[src/rtl/imem_loader_if.sv]
// imem_loader_if: byte-stream input, reload control, and instruction-memory
// program port / status outputs of the boot-time image loader.
// master = host/test side, slave = imem_loader.
interface imem_loader_if;
  logic        rx_valid;
  logic [7:0]  rx_data;
  logic        reload;
  logic        prog_en;
  logic [31:0] prog_addr;
  logic [31:0] prog_data;
  logic        start;
  logic        load_busy;
  logic        load_error;

  modport master (
    output rx_valid, rx_data, reload,
    input  prog_en, prog_addr, prog_data, start, load_busy, load_error
  );

  modport slave (
    input  rx_valid, rx_data, reload,
    output prog_en, prog_addr, prog_data, start, load_busy, load_error
  );
endinterface

[src/rtl/imem_loader.sv]
// imem_loader: boot-time sequencer for the instruction memory program port.
// Reads a 4-byte little-endian word count, then packs each following group of
// 4 bytes into a 32-bit word and writes it with a one-cycle prog_en pulse.
// The core start enable rises only after a complete, valid image.
// Optional trailing 8-bit checksum byte: define IMEM_LOADER_CHECKSUM_EN.
module imem_loader #(
  parameter int unsigned IMEM_DEPTH = 4096,
  parameter logic [31:0] BASE_ADDR  = 32'h0000_0000
) (
  input  logic         clk,
  input  logic         reset,
  imem_loader_if.slave bus
);
  localparam int unsigned IDX_W = $clog2(IMEM_DEPTH + 1);

  typedef enum logic [2:0] {
    S_HDR,
    S_LOAD,
`ifdef IMEM_LOADER_CHECKSUM_EN
    S_CSUM,
`endif
    S_DONE,
    S_ERROR
  } state_e;

  // State entered once the image body (possibly empty) has been consumed.
`ifdef IMEM_LOADER_CHECKSUM_EN
  localparam state_e BODY_EXIT = S_CSUM;
`else
  localparam state_e BODY_EXIT = S_DONE;
`endif

  state_e           state_q, state_d;
  logic [1:0]       byte_cnt_q, byte_cnt_d;
  logic [IDX_W-1:0] word_idx_q, word_idx_d;
  logic [23:0]      shift_q, shift_d;      // bytes 0..2 of the group in progress
  logic [31:0]      len_q, len_d;
  logic             prog_en_q, prog_en_d;
  logic [31:0]      prog_addr_q, prog_addr_d;
  logic [31:0]      prog_data_q, prog_data_d;
  logic             start_q, start_d;
  logic             load_busy_q, load_busy_d;
  logic             load_error_q, load_error_d;
`ifdef IMEM_LOADER_CHECKSUM_EN
  logic [7:0]       sum_q, sum_d;
`endif
  logic [31:0]      word_full;
  logic             last_byte;

  // Next-state and registered-output computation for the loader FSM.
  always_comb begin
    // NOTE: every signal gets a default first so no path leaves it unassigned,
    // which would otherwise infer a latch.
    state_d     = state_q;
    byte_cnt_d  = byte_cnt_q;
    word_idx_d  = word_idx_q;
    shift_d     = shift_q;
    len_d       = len_q;
    prog_en_d   = 1'b0;
    prog_addr_d = prog_addr_q;
    prog_data_d = prog_data_q;
`ifdef IMEM_LOADER_CHECKSUM_EN
    sum_d       = sum_q;
`endif
    word_full   = {bus.rx_data, shift_q};
    last_byte   = (byte_cnt_q == 2'd3);

    if (bus.reload) begin
      // Reload wins over a same-cycle byte and cancels any write it would cause.
      state_d    = S_HDR;
      byte_cnt_d = 2'd0;
      word_idx_d = '0;
    end else if (bus.rx_valid) begin
      case (state_q)
        S_HDR: begin
          byte_cnt_d = byte_cnt_q + 2'd1;
          shift_d    = {bus.rx_data, shift_q[23:8]};
          if (last_byte) begin
            len_d      = word_full;
            word_idx_d = '0;
`ifdef IMEM_LOADER_CHECKSUM_EN
            sum_d      = 8'h00;
`endif
            if (word_full == 32'd0)                  state_d = BODY_EXIT;
            else if (word_full > 32'(IMEM_DEPTH))    state_d = S_ERROR;
            else                                     state_d = S_LOAD;
          end
        end
        S_LOAD: begin
          byte_cnt_d = byte_cnt_q + 2'd1;
          shift_d    = {bus.rx_data, shift_q[23:8]};
`ifdef IMEM_LOADER_CHECKSUM_EN
          sum_d      = sum_q + bus.rx_data;
`endif
          if (last_byte) begin
            prog_en_d   = 1'b1;
            prog_addr_d = BASE_ADDR + (32'(word_idx_q) << 2);
            prog_data_d = word_full;
            word_idx_d  = word_idx_q + IDX_W'(1);
            if (32'(word_idx_q) == len_q - 32'd1) state_d = BODY_EXIT;
          end
        end
`ifdef IMEM_LOADER_CHECKSUM_EN
        S_CSUM: state_d = (bus.rx_data == sum_q) ? S_DONE : S_ERROR;
`endif
        default: ;  // DONE and ERROR ignore all bytes
      endcase
    end

    // start waits one cycle past the final write so it never overlaps prog_en.
    start_d      = (state_d == S_DONE) && !prog_en_d;
    load_error_d = (state_d == S_ERROR);
`ifdef IMEM_LOADER_CHECKSUM_EN
    load_busy_d  = (state_d == S_LOAD) || (state_d == S_CSUM);
`else
    load_busy_d  = (state_d == S_LOAD);
`endif
  end

  // State and output registers with asynchronous active-high reset.
  always_ff @(posedge clk or posedge reset) begin
    if (reset) begin
      state_q      <= S_HDR;
      byte_cnt_q   <= 2'd0;
      word_idx_q   <= '0;
      shift_q      <= 24'd0;
      len_q        <= 32'd0;
      prog_en_q    <= 1'b0;
      prog_addr_q  <= 32'd0;
      prog_data_q  <= 32'd0;
      start_q      <= 1'b0;
      load_busy_q  <= 1'b0;
      load_error_q <= 1'b0;
`ifdef IMEM_LOADER_CHECKSUM_EN
      sum_q        <= 8'h00;
`endif
    end else begin
      // NOTE: non-blocking assignments so every flop samples pre-edge values.
      state_q      <= state_d;
      byte_cnt_q   <= byte_cnt_d;
      word_idx_q   <= word_idx_d;
      shift_q      <= shift_d;
      len_q        <= len_d;
      prog_en_q    <= prog_en_d;
      prog_addr_q  <= prog_addr_d;
      prog_data_q  <= prog_data_d;
      start_q      <= start_d;
      load_busy_q  <= load_busy_d;
      load_error_q <= load_error_d;
`ifdef IMEM_LOADER_CHECKSUM_EN
      sum_q        <= sum_d;
`endif
    end
  end

  assign bus.prog_en    = prog_en_q;
  assign bus.prog_addr  = prog_addr_q;
  assign bus.prog_data  = prog_data_q;
  assign bus.start      = start_q;
  assign bus.load_busy  = load_busy_q;
  assign bus.load_error = load_error_q;
endmodule
[src/flat_wrapper.sv]
// flat-port wrapper written by rule: the top's interface ports become plain ports
module imem_loader_flat 
#(
  parameter int unsigned IMEM_DEPTH = 4096,
  parameter logic [31:0] BASE_ADDR  = 32'h0000_0000
)
  (clk, reset, bus_rx_valid, bus_rx_data, bus_reload, bus_prog_en, bus_prog_addr, bus_prog_data, bus_start, bus_load_busy, bus_load_error);
  imem_loader_if bus_i ();
  input  logic clk;
  input  logic reset;
  input wire logic [$bits(bus_i.rx_valid)-1:0] bus_rx_valid;
  input wire logic [$bits(bus_i.rx_data)-1:0] bus_rx_data;
  input wire logic [$bits(bus_i.reload)-1:0] bus_reload;
  output wire logic [$bits(bus_i.prog_en)-1:0] bus_prog_en;
  output wire logic [$bits(bus_i.prog_addr)-1:0] bus_prog_addr;
  output wire logic [$bits(bus_i.prog_data)-1:0] bus_prog_data;
  output wire logic [$bits(bus_i.start)-1:0] bus_start;
  output wire logic [$bits(bus_i.load_busy)-1:0] bus_load_busy;
  output wire logic [$bits(bus_i.load_error)-1:0] bus_load_error;
  assign bus_i.rx_valid = bus_rx_valid;
  assign bus_i.rx_data = bus_rx_data;
  assign bus_i.reload = bus_reload;
  assign bus_prog_en = bus_i.prog_en;
  assign bus_prog_addr = bus_i.prog_addr;
  assign bus_prog_data = bus_i.prog_data;
  assign bus_start = bus_i.start;
  assign bus_load_busy = bus_i.load_busy;
  assign bus_load_error = bus_i.load_error;
  imem_loader #(.IMEM_DEPTH(IMEM_DEPTH), .BASE_ADDR(BASE_ADDR)) u_core (.clk(clk), .reset(reset), .bus(bus_i));
endmodule
[config.mk]
export PLATFORM = sky130hd
export DESIGN_NAME = imem_loader_flat
export DESIGN_NICKNAME = d
export VERILOG_FILES = /design/src/rtl/imem_loader_if.sv /design/src/rtl/imem_loader.sv /design/src/flat_wrapper.sv
export SDC_FILE = /design/constraint.sdc
export NUM_CORES = 1
export LEC_CHECK = 0
export BUFFER_PORTS_ARGS = -buffer_cell sky130_fd_sc_hd__buf_2
export CORE_AREA = 2 2 112 114
export CTS_BUF_LIST = sky130_fd_sc_hd__clkbuf_4 sky130_fd_sc_hd__clkbuf_8
export DETAILED_ROUTE_END_ITERATION = 8
export DIE_AREA = 0 0 114 116
export GPL_TIMING_DRIVEN = 0
export PLACE_DENSITY = 0.79
export SYNTH_ARGS = -nofsm -noshare
export SYNTH_HDL_FRONTEND = slang
export SYNTH_SLANG_ARGS = --single-unit
[constraint.sdc]
create_clock -name clk -period 6.27 [get_ports clk]
set_clock_uncertainty 0.2 [all_clocks]
set_input_delay 1.5675 -clock clk [delete_from_list [all_inputs] [get_ports clk]]
set_output_delay 1.5675 -clock clk [all_outputs]
set_load 0.01 [all_outputs]
==> flow_summary.yaml, run 1 <==
drt:
  avgRoutedWirePerCell_um: 17.2
  route.antenna.remaining_nets: 0
  vias_per_cell: 5.51
  drt_iter0_markers: 188
  first_pass_iters: 4
  vias: 4000
  drc: 0
  drt_wl_total_um: 12500
logic_synthesis:
  synth_commonest_cells: "dfrtp_1 (123), mux2_2 (96), nor2_1 (30), buf_4 (19)"
  synth_edf_count: 0
  synthArstFlopShare_pct: 100
  syn_area_um2: 5670
  synth-seq-cells: 123
  ys_seq_area_share_pct: 54.3
  synth.area.top_cells: "dfrtp_1 (54%), mux2_2 (19%), buf_4 (2.5%)"
  yosys.area.top_type: "dfrtp_1"
  synth_top_area_share_pct: 54.3
  synth_warnings: 0
  ys_dominant_reg_cell: "dfrtp_1"
  synthMostInstantiatedCell: "dfrtp_1"
  postSynthCellCount: 470
  yosys.cell_types.count: 43
  avgSynthCellArea_um2: 12.1
clocking:
  clock_path_buffers: 2
  cts_resized: 0
  clk_latency_ps: 440
  cts_hold_buf: 0
  cts_num_sinks: 123
  path_clk_slew_ps: 70
  numCtsBuffers: 17
  cts_setup_buffers: 0
  htree_levels: 4
  root_buffer: "clkbuf_8"
  cts_tree: "yes"
floorplan:
  die_width_um: 114
  std_cell_rows: 40
  ios: 80
  start_util_pct: 47.6
  dieArea_um2: 13200
  core_um2: 11900
  die_h_um: 116
sta:
  worst_pin_slew_ps: 983
  fin_crit_sh_pct: 62.8
  setup_tns_ps: 0
  slew_viol_final: 0
  rsz0062_at_grt: "no"
  timing.fmax_mhz: 254
  whs_ps: 300
  final-setup-viol-count: 0
  fin_crit_ps: 3940
  hold_viol_final: 0
  relSlewSlack_pct: 34.1
power_and_ir_drop:
  swShare_pct: 27.8
  seqPwrFrac_pct: 49.0
  leakage_nw: 3.24
  intPower_mw: 1.47
  power_density_nw_per_um2: 305
  max-vdd-ir-drop_mv: 0.192
  switching_power_mw: 0.565
  pwr-share-clk_pct: 35.8
  pwr-share-comb_pct: 15.2
run:
  drv_cap: 0
grt:
  grt_pass1_wl_um: 20500
  grtUsageTotal_pct: 20.2
  first_global_vias: 3963
  grt_max_degree: 91
  grt_antenna_before_repair: 0
  grt_overflow: 0
worst_setup_path:
  critPathArrivalTime_ps: 4100
  crit_required_ps: 6430
  cp_slowest_cell: "or4_1"
  cp_max_fo: 6
  worstSetupPathType: "input port to register"
  slowest_delay_ps: 560
  cp_cell_sequence: "buf_2 > nand4bb_1 > or4_1 > or4_1 > nor4_1 > nand4b_1 > or4_1 > a21oi_1"
  rrSetupSlack_ps: 2890
  end_kind: "register"
  critPathLaunchType: "input port"
  crit_top_cell: "or4_1"
placed_design:
  finalWeightedCongestion: 0.882
  hpwlAfterDp_um: 8980
  port_buffers: 59
layout:
  syn_to_final_growth_pct: 17.8
  fill_cells: 975
  nets: 583
  seq_area_um2: 3080
  drive_gt1_share_pct: 37.5
  multi_input_area_um2: 2420
  antennaDiodeCount: 0
run_status:
  status: "finished, final reports clean"
hold_path:
  hold_path_class: "register to register"
-- registers in the layout, summed over array words and instances (netlist names) --
register,count
u_core.bus.prog_data,32
u_core.len_q,32
u_core.shift_q,24
u_core.bus.prog_addr,13
u_core.word_idx_q,13
u_core.state_q,3
u_core.byte_cnt_q,2
u_core.bus.load_busy,1
u_core.bus.load_error,1
u_core.bus.prog_en,1
u_core.bus.start,1
-- routing by layer --
metal / GRT usage (%) / share of wire (%) / vias to the layer above
met2: 34.2 / 50 / 105
met1: 25.0 / 44 / 2020
met3: 5.18 / 4.7 / 12
met4: 7.89 / 1.2 / 0
li1: - / - / 1863
met5: 0 / 0 / -
-- cell type report --
cell class,instances,share of cell area [%]
plain buffers,37,3.15
clock buffers,23,4.46
clock inverters,7,1.72
inverters,9,0.581
multi-input cells,319,36.3
flip-flops and latches,123,46.1
well taps,147,2.75
repair buffers,61,4.95
-- cell families after synthesis --
group | synth area share, %
compound gates | 5.30
other cells | 0.0662
xor+xnor | 3.86
mux | 19.3
buf+inv | 4.31
flops | 54.3
fa+ha+maj | 0.663
simple gates | 12.2
-- final timing paths --
kind                             startpoint                       end  cells after the start
setup / recovery               bus_rx_valid         u_core.state_q[1]                      8
hold / removal             u_core.len_q[31]          u_core.len_q[31]                      1
setup reg to reg            u_core.len_q[0]         u_core.state_q[1]                      9
hold reg to reg            u_core.len_q[31]          u_core.len_q[31]                      1
max in group asynchronous             reset  u_core.bus.prog_addr[13]                      3
min in group asynchronous             reset  u_core.bus.prog_data[29]                      2
-- layout by cell type, fill, tap and decap left out, types with 2 or more instances in the layout --
master	n
and3_1	2
nor4_1	15
a21oi_1	9
nand3_1	11
inv_1	8
clkbuf_4	3
clkinv_2	2
or4b_2	2
nand4b_1	2
nor2_1	30
clkinvlp_4	2
or2_2	4
clkbuf_1	18
o31ai_1	2
dfrtp_1	123
a21boi_0	2
o211ai_1	2
xor2_1	10
conb_1	19
clkbuf_8	20
bufinv_16	3
o21ai_0	17
buf_4	20
a22oi_1	3
buf_2	59
mux2_2	96
nand2b_1	4
or4_1	7
or3_1	7
o41ai_1	2
o2111ai_1	5
nand2_1	18
nor3_1	13
xnor2_1	15
nand4_1	4
ha_1	3
-- metrics by stage --
step                      std cells  area (um^2)  total power [mW]  setup slack (ps)  util, %
after floorplan                 488         5730              1.21              1230        -
after global placement          694         6210              1.30              79.0     52.2
after detailed placement        696         6260              1.32              1890     52.6
after CTS                       726         6680              2.05              2350     56.1
after global routing            726         6680              2.14              2170     56.1
final                           726         6680              2.03              2330     56.1
-- power by group through the flow --
| stage | sequential, mW | combinational (mW) | clock (mW) |
|---|---|---|---|
| detailed placement | 1.01 | 0.308 | 0 |
| CTS | 0.996 | 0.311 | 0.744 |
| finish | 0.998 | 0.309 | 0.727 |
| floorplan | 0.962 | 0.246 | 0 |
| global placement | 1.00 | 0.296 | 0 |
| global route | 1.01 | 0.345 | 0.781 |
-- critical path, delay by kind of cell --
family	cells	cell delay, ps
simple gates	6	2250
compound gates	1	160
buf+inv	1	130
(Power assumes the default switching activity.)
==> run 2: changes to the inputs <==
--- a/config.mk
+++ b/config.mk
@@ -5,13 +5,14 @@
 export SDC_FILE = /design/constraint.sdc
 export NUM_CORES = 1
 export LEC_CHECK = 0
+export ABC_AREA = 1
 export BUFFER_PORTS_ARGS = -buffer_cell sky130_fd_sc_hd__buf_2
-export CORE_AREA = 2 2 112 114
+export CORE_AREA = 2 2 117 119
 export CTS_BUF_LIST = sky130_fd_sc_hd__clkbuf_4 sky130_fd_sc_hd__clkbuf_8
 export DETAILED_ROUTE_END_ITERATION = 8
-export DIE_AREA = 0 0 114 116
+export DIE_AREA = 0 0 119 121
 export GPL_TIMING_DRIVEN = 0
-export PLACE_DENSITY = 0.79
+export PLACE_DENSITY = 0.81
 export SYNTH_ARGS = -nofsm -noshare
 export SYNTH_HDL_FRONTEND = slang
 export SYNTH_SLANG_ARGS = --single-unit
==> constraint.sdc (replaced) <==
create_clock -name clk -period 3.45 [get_ports clk]
set_clock_uncertainty 0.2 [all_clocks]
set_input_delay 0.8625 -clock clk [delete_from_list [all_inputs] [get_ports clk]]
set_output_delay 0.8625 -clock clk [all_outputs]
set_load 0.01 [all_outputs]
==> run 2 against run 1 <==
Final cell count increased by 52%. Power rose to 2.6 times the previous value. Combinational power grew to 6.3 times the previous value. Setup slack got worse by 1600 ps. Via count up 39%. Sequential cell count unchanged. Sequential power is 96% higher.
==> flow_summary.yaml, run 2 <==
grt:
  grt_overflow: 0
  first_global_vias: 5322
  grt_pass1_wl_um: 26800
  grtUsageTotal_pct: 23.7
  grt_antenna_before_repair: 0
  grt_max_degree: 46
logic_synthesis:
  avgSynthCellArea_um2: 7.62
  synth_edf_count: 0
  yosys.cell_types.count: 29
  synthMostInstantiatedCell: "nand2_1"
  ys_seq_area_share_pct: 49.5
  ys_dominant_reg_cell: "dfrtp_1"
  synth_commonest_cells: "nand2_1 (237), dfrtp_1 (123), o21ai_0 (115), inv_1 (95), nor2_1 (78)"
  synthArstFlopShare_pct: 100
  synth.area.top_cells: "dfrtp_1 (50%), nand2_1 (14%), o21ai_0 (9.3%)"
  syn_area_um2: 6210
  synth_warnings: 0
  synth_top_area_share_pct: 49.5
  yosys.area.top_type: "dfrtp_1"
  synth-seq-cells: 123
  postSynthCellCount: 815
clocking:
  numCtsBuffers: 17
  htree_levels: 4
  clk_latency_ps: 450
  cts_hold_buf: 0
  cts_num_sinks: 123
  cts_setup_buffers: 0
  path_clk_slew_ps: 80
  cts_resized: 0
  root_buffer: "clkbuf_8"
  cts_tree: "yes"
  clock_path_buffers: 2
power_and_ir_drop:
  seqPwrFrac_pct: 37.2
  pwr-share-comb_pct: 36.8
  intPower_mw: 3.10
  switching_power_mw: 2.15
  swShare_pct: 41.0
  pwr-share-clk_pct: 26.0
  power_density_nw_per_um2: 724
  max-vdd-ir-drop_mv: 0.426
  leakage_nw: 3.75
drt:
  avgRoutedWirePerCell_um: 14.7
  vias_per_cell: 5.05
  route.antenna.remaining_nets: 0
  drt_wl_total_um: 16200
  drt_iter0_markers: 386
  first_pass_iters: 5
  drc: 0
  vias: 5575
layout:
  fin_cells: 1103
  final_cell_mix: "nand2_1 (237), dfrtp_1 (123), o21ai_0 (115), inv_1 (94), nor2_1 (78)"
  antennaDiodeCount: 0
  syn_to_final_growth_pct: 16.9
  drive_gt1_share_pct: 15.1
  post-route-util_pct: 55.5
  final_common_cell: "nand2_1"
  nets: 929
hold_path:
  hold_path_class: "register to register"
floorplan:
  std_cell_rows: 42
  core_um2: 13100
  die_width_um: 119
  ios: 80
  start_util_pct: 47.5
  die_h_um: 121
  dieArea_um2: 14400
sta:
  worst_pin_slew_ps: 850
  setup_tns_ps: 0
  slew_viol_final: 0
  fin_crit_ps: 2710
  hold_viol_final: 0
  timing.fmax_mhz: 370
  fin_crit_sh_pct: 78.4
  rsz0062_at_grt: "no"
  whs_ps: 286
  final-setup-viol-count: 0
  relSlewSlack_pct: 43.2
worst_setup_path:
  cp_slowest_cell: "dfrtp_1"
  end_kind: "register"
  path_buf_inv: 2
  crit_top_cell: "nand2_1"
  crit_family: "simple AND/OR/NAND/NOR gates"
  crit_required_ps: 3590
  cp_max_fo: 9
  worstSetupPathType: "register to register"
  cp_cell_sequence: "inv_1 > ha_1 > nand2_4 > nor2_8 > nand2_1 > nand2_1 > nand2_1 > nand2_1 > nand2_1 > inv_1 > nand3_1 > nor2_1 > nand3_1 > nand2_1 > nand2_1 > nand2_1 > nor2_1"
  slowest_delay_ps: 430
  critPathArrivalTime_ps: 2840
  critPathLaunchType: "register"
placed_design:
  port_buffers: 60
  dp_cells: 1071
  finalWeightedCongestion: 0.909
  hpwlAfterDp_um: 12300
run:
  drv_cap: 0
run_status:
  status: "finished, final reports clean"
==> run 2: cell types whose count changed in the layout (fill, tap and decap cells not counted), sizes merged, moves of 7 or more <==
cell / before / now
or3: 7 / 0
nand3: 11 / 47
inv: 9 / 100
xor2: 10 / 1
mux2: 96 / 0
xnor2: 15 / 7
nand2: 18 / 245
nor4: 16 / 5
nor2: 30 / 90
or4: 9 / 0
o21ai: 17 / 118
==> run 2: worst paths after layout <==
kind	startpoint	endpoint	slack, ps	depth (start not counted)
worst min-delay path	u_core.bus.prog_addr[7]	u_core.bus.prog_addr[7]	290	2
worst min register to register	u_core.bus.prog_addr[7]	u_core.bus.prog_addr[7]	290	2
min in group asynchronous	reset	u_core.bus.prog_data[4]	370	2
max in group asynchronous	reset	u_core.bus.prog_data[27]	1990	3
worst max register to register	u_core.len_q[0]	u_core.bus.load_busy	740	17
worst max-delay path	u_core.len_q[0]	u_core.bus.load_busy	740	17
==> run 2: per-stage QoR <==
stage	power (mW)	cell area (um^2)	setup WS, ps
2_1_floorplan	3.37	6280	876
3_3_place_gp	3.84	6800	177
3_5_place_dp	3.89	6840	657
4_1_cts	5.25	7260	736
5_1_grt	5.67	7260	544
6_report	5.26	7260	745
==> run 2: worst register-to-register path: stages (launching register included) <==
cell and delay [ps]:
dfrtp_1 430, inv_1 200, ha_1 310, nand2_4 110, nor2_8 200, nand2_1 120
nand2_1 90, nand2_1 50, nand2_1 50, nand2_1 70, inv_1 60, nand3_1 60
nor2_1 230, nand3_1 120, nand2_1 100, nand2_1 50, nand2_1 100, nor2_1 40
==> run 2: layer usage <==
layer | up-vias | routed length, um | track usage [%]
met5 | - | 0 | 0
met4 | 0 | 427 | 10.3
met3 | 26 | 969 | 4.04
met2 | 205 | 7860 | 39.3
met1 | 2596 | 6930 | 30.9
li1 | 2748 | - | -
==> run 2: power groups by stage <==
stage / sequential [mW] / combinational (mW) / clock, mW
after CTS: 1.95 / 1.93 / 1.37
final: 1.96 / 1.94 / 1.37
after floorplan: 1.91 / 1.46 / 0
after global placement: 1.96 / 1.88 / 0
after detailed placement: 1.97 / 1.92 / 0
after global routing: 1.98 / 2.25 / 1.43
==> run 2: logic make-up (layout without fill, tap and decap cells) <==
group / count (synthesis) / count (layout) / synth area share (%)
compound gates: 131 / 131 / 10.6
xor+xnor: 8 / 8 / 1.13
fa+ha+maj: 3 / 3 / 0.604
buf+inv: 139 / 233 / 9.69
flops: 123 / 123 / 49.5
other cells: 1 / 19 / 0.0604
simple gates: 410 / 410 / 28.4
==> run 2: final cells by class <==
| type | instances | area, um^2 |
|---|---|---|
| plain buffers | 41 | 234 |
| clock buffers | 19 | 255 |
| clock inverters | 13 | 165 |
| fillers | 1202 | 5820 |
| inverters | 98 | 372 |
| multi-input cells | 571 | 2600 |
| flip-flops and latches | 123 | 3080 |
| well taps | 176 | 220 |
| repair buffers | 62 | 340 |
==> run 3: changes to the inputs <==
--- a/config.mk
+++ b/config.mk
@@ -5,14 +5,14 @@
 export SDC_FILE = /design/constraint.sdc
 export NUM_CORES = 1
 export LEC_CHECK = 0
-export ABC_AREA = 1
+export ABC_AREA = 0
 export BUFFER_PORTS_ARGS = -buffer_cell sky130_fd_sc_hd__buf_2
-export CORE_AREA = 2 2 117 119
+export CORE_AREA = 2 2 112 114
 export CTS_BUF_LIST = sky130_fd_sc_hd__clkbuf_4 sky130_fd_sc_hd__clkbuf_8
 export DETAILED_ROUTE_END_ITERATION = 8
-export DIE_AREA = 0 0 119 121
+export DIE_AREA = 0 0 114 116
 export GPL_TIMING_DRIVEN = 0
-export PLACE_DENSITY = 0.81
+export PLACE_DENSITY = 0.79
 export SYNTH_ARGS = -nofsm -noshare
 export SYNTH_HDL_FRONTEND = slang
 export SYNTH_SLANG_ARGS = --single-unit
==> constraint.sdc (replaced) <==
create_clock -name clk -period 2.7 [get_ports clk]
set_clock_uncertainty 0.2 [all_clocks]
set_input_delay 0.675 -clock clk [delete_from_list [all_inputs] [get_ports clk]]
set_output_delay 0.675 -clock clk [all_outputs]
set_load 0.01 [all_outputs]
==> run 3 against run 2 <==
The run now ends with negative setup slack left. Fmax is 13% lower. Sequential share of layout area grew 2.7 points. Critical path depth fell by 10. Design area is 6.0% lower. Critical endpoint is now u_core.state_q[1]. Largest power group unchanged.
==> flow_summary.yaml, run 3 (synthesized netlist as in run 1, its figures left out) <==
worst_setup_path:
  end_kind: "register"
  crit_family: "simple AND/OR/NAND/NOR gates"
  path_buf_inv: 0
  crit_top_cell: "or4_4"
  rrSetupSlack_ps: -410
  worstSetupPathType: "register to register"
  cp_cell_sequence: "or4_4 > or4_4 > or4_4 > nor4_4 > nand4b_1 > or4_1 > a21oi_1"
  slowest_delay_ps: 550
  cp_slowest_cell: "or4_4"
  critPathArrivalTime_ps: 3260
  critPathLaunchType: "register"
  cp_max_fo: 2
  crit_required_ps: 2860
drt:
  first_pass_iters: 7
  drc: 0
  vias: 4071
  avgRoutedWirePerCell_um: 17.4
  drt_wl_total_um: 12800
  route.antenna.remaining_nets: 0
  drt_iter0_markers: 172
  vias_per_cell: 5.54
sta:
  fin_crit_ps: 3110
  hold_viol_final: 0
  relSlewSlack_pct: 30.3
  worst_pin_slew_ps: 1040
  final-setup-viol-count: 42
  fin_crit_sh_pct: 115
  setup_ws_ps: -406
  slew_viol_final: 0
  rsz0062_at_grt: "yes"
  timing.fmax_mhz: 322
grt:
  top_usage_layer: "met2"
  grtUsageTotal_pct: 20.5
  grt_max_degree: 46
  gr-usage-met1_pct: 26.2
  use_met3_pct: 5.44
  grt_overflow: 0
  grt_antenna_before_repair: 0
  met2_usage_pct: 34.2
  grt_pass1_wl_um: 20900
  first_global_vias: 4027
clocking:
  clock_path_buffers: 2
  numCtsBuffers: 17
  root_buffer: "clkbuf_8"
  cts_num_sinks: 123
  htree_levels: 4
  cts_tree: "yes"
  clk_latency_ps: 430
  path_clk_slew_ps: 70
placed_design:
  placed_area_um2: 6300
  hpwlAfterDp_um: 9150
  port_buffers: 59
  finalWeightedCongestion: 0.912
layout:
  fill_cells: 992
  multi_input_area_um2: 2520
  final_area_um2: 6830
  final_cell_mix: "dfrtp_1 (122), mux2_2 (96), buf_2 (59), nor2_1 (30), buf_4 (26)"
  syn_to_final_growth_pct: 20.5
  nets: 590
  seq_area_um2: 3080
  final_common_cell: "dfrtp_1"
  antennaDiodeCount: 0
  drive_gt1_share_pct: 41.0
power_and_ir_drop:
  p_total_mw: 4.80
  leakage_nw: 3.28
  max-vdd-ir-drop_mv: 0.399
  power_density_nw_per_um2: 703
floorplan:
  std_cell_rows: 40
  ios: 80
  dieArea_um2: 13200
  die_width_um: 114
  start_util_pct: 47.6
  core_um2: 11900
  die_h_um: 116
run_status:
  status: "finished with violations"
  violations: "negative setup slack"
hold_path:
  hold_path_class: "input port to async pin"
run:
  drv_cap: 0
[run 3: worst paths after layout]
| path | startpoint | to | cells after the start |
|---|---|---|---|
| max | u_core.len_q[17] | u_core.state_q[1] | 7 |
| min | reset | u_core.bus.prog_addr[4] | 2 |
| max reg2reg | u_core.len_q[17] | u_core.state_q[1] | 7 |
| min reg2reg | u_core.len_q[31] | u_core.len_q[31] | 1 |
| max in group asynchronous | reset | u_core.bus.prog_data[4] | 4 |
| min in group clk | u_core.len_q[31] | u_core.len_q[31] | 1 |
[run 3: repair_timing]
item | in CTS | in global routing
gates resized for setup | 6 | 9
endpoints found under the setup margin | 42 | 63
buffers inserted | 6 | 1
hold buffers | 0 | 0
pin swaps | 4 | 2
[run 3: where the power goes]
part           internal [mW]  switching [mW]  total [mW]  leakage [nW]
clock network          0.938           0.727        1.67         0.207
logic                  0.417           0.404       0.821          1.44
registers               2.05           0.270        2.32          1.63
[run 3: cell type report]
cell class / instances / share of cell area, %
sequential: 123 / 45.1
multi-input combinational: 319 / 37.0
timing repair buffer: 68 / 5.68
clock buffer: 20 / 3.76
buffer: 37 / 3.11
tap: 147 / 2.69
clock inverter: 12 / 2.16
inverter: 9 / 0.550
[run 3: per-layer routing]
layer	part of all wire, %	vias to the layer above
met3	4.9	18
met1	43	2066
met4	1.6	0
met2	51	103
li1	-	1884
met5	0	-
[run 3: stage by stage]
step	TNS (ps)	utilization (%)	std cells	hold slack (ps)	setup slack, ps
floorplan	-335	-	488	272	-318
finish	-8850	57.3	735	198	-406
global route	-16110	57.3	735	263	-483
CTS	-7910	56.9	734	222	-455
detailed placement	-17880	52.9	696	288	-647
global placement	-78580	52.6	694	283	-787
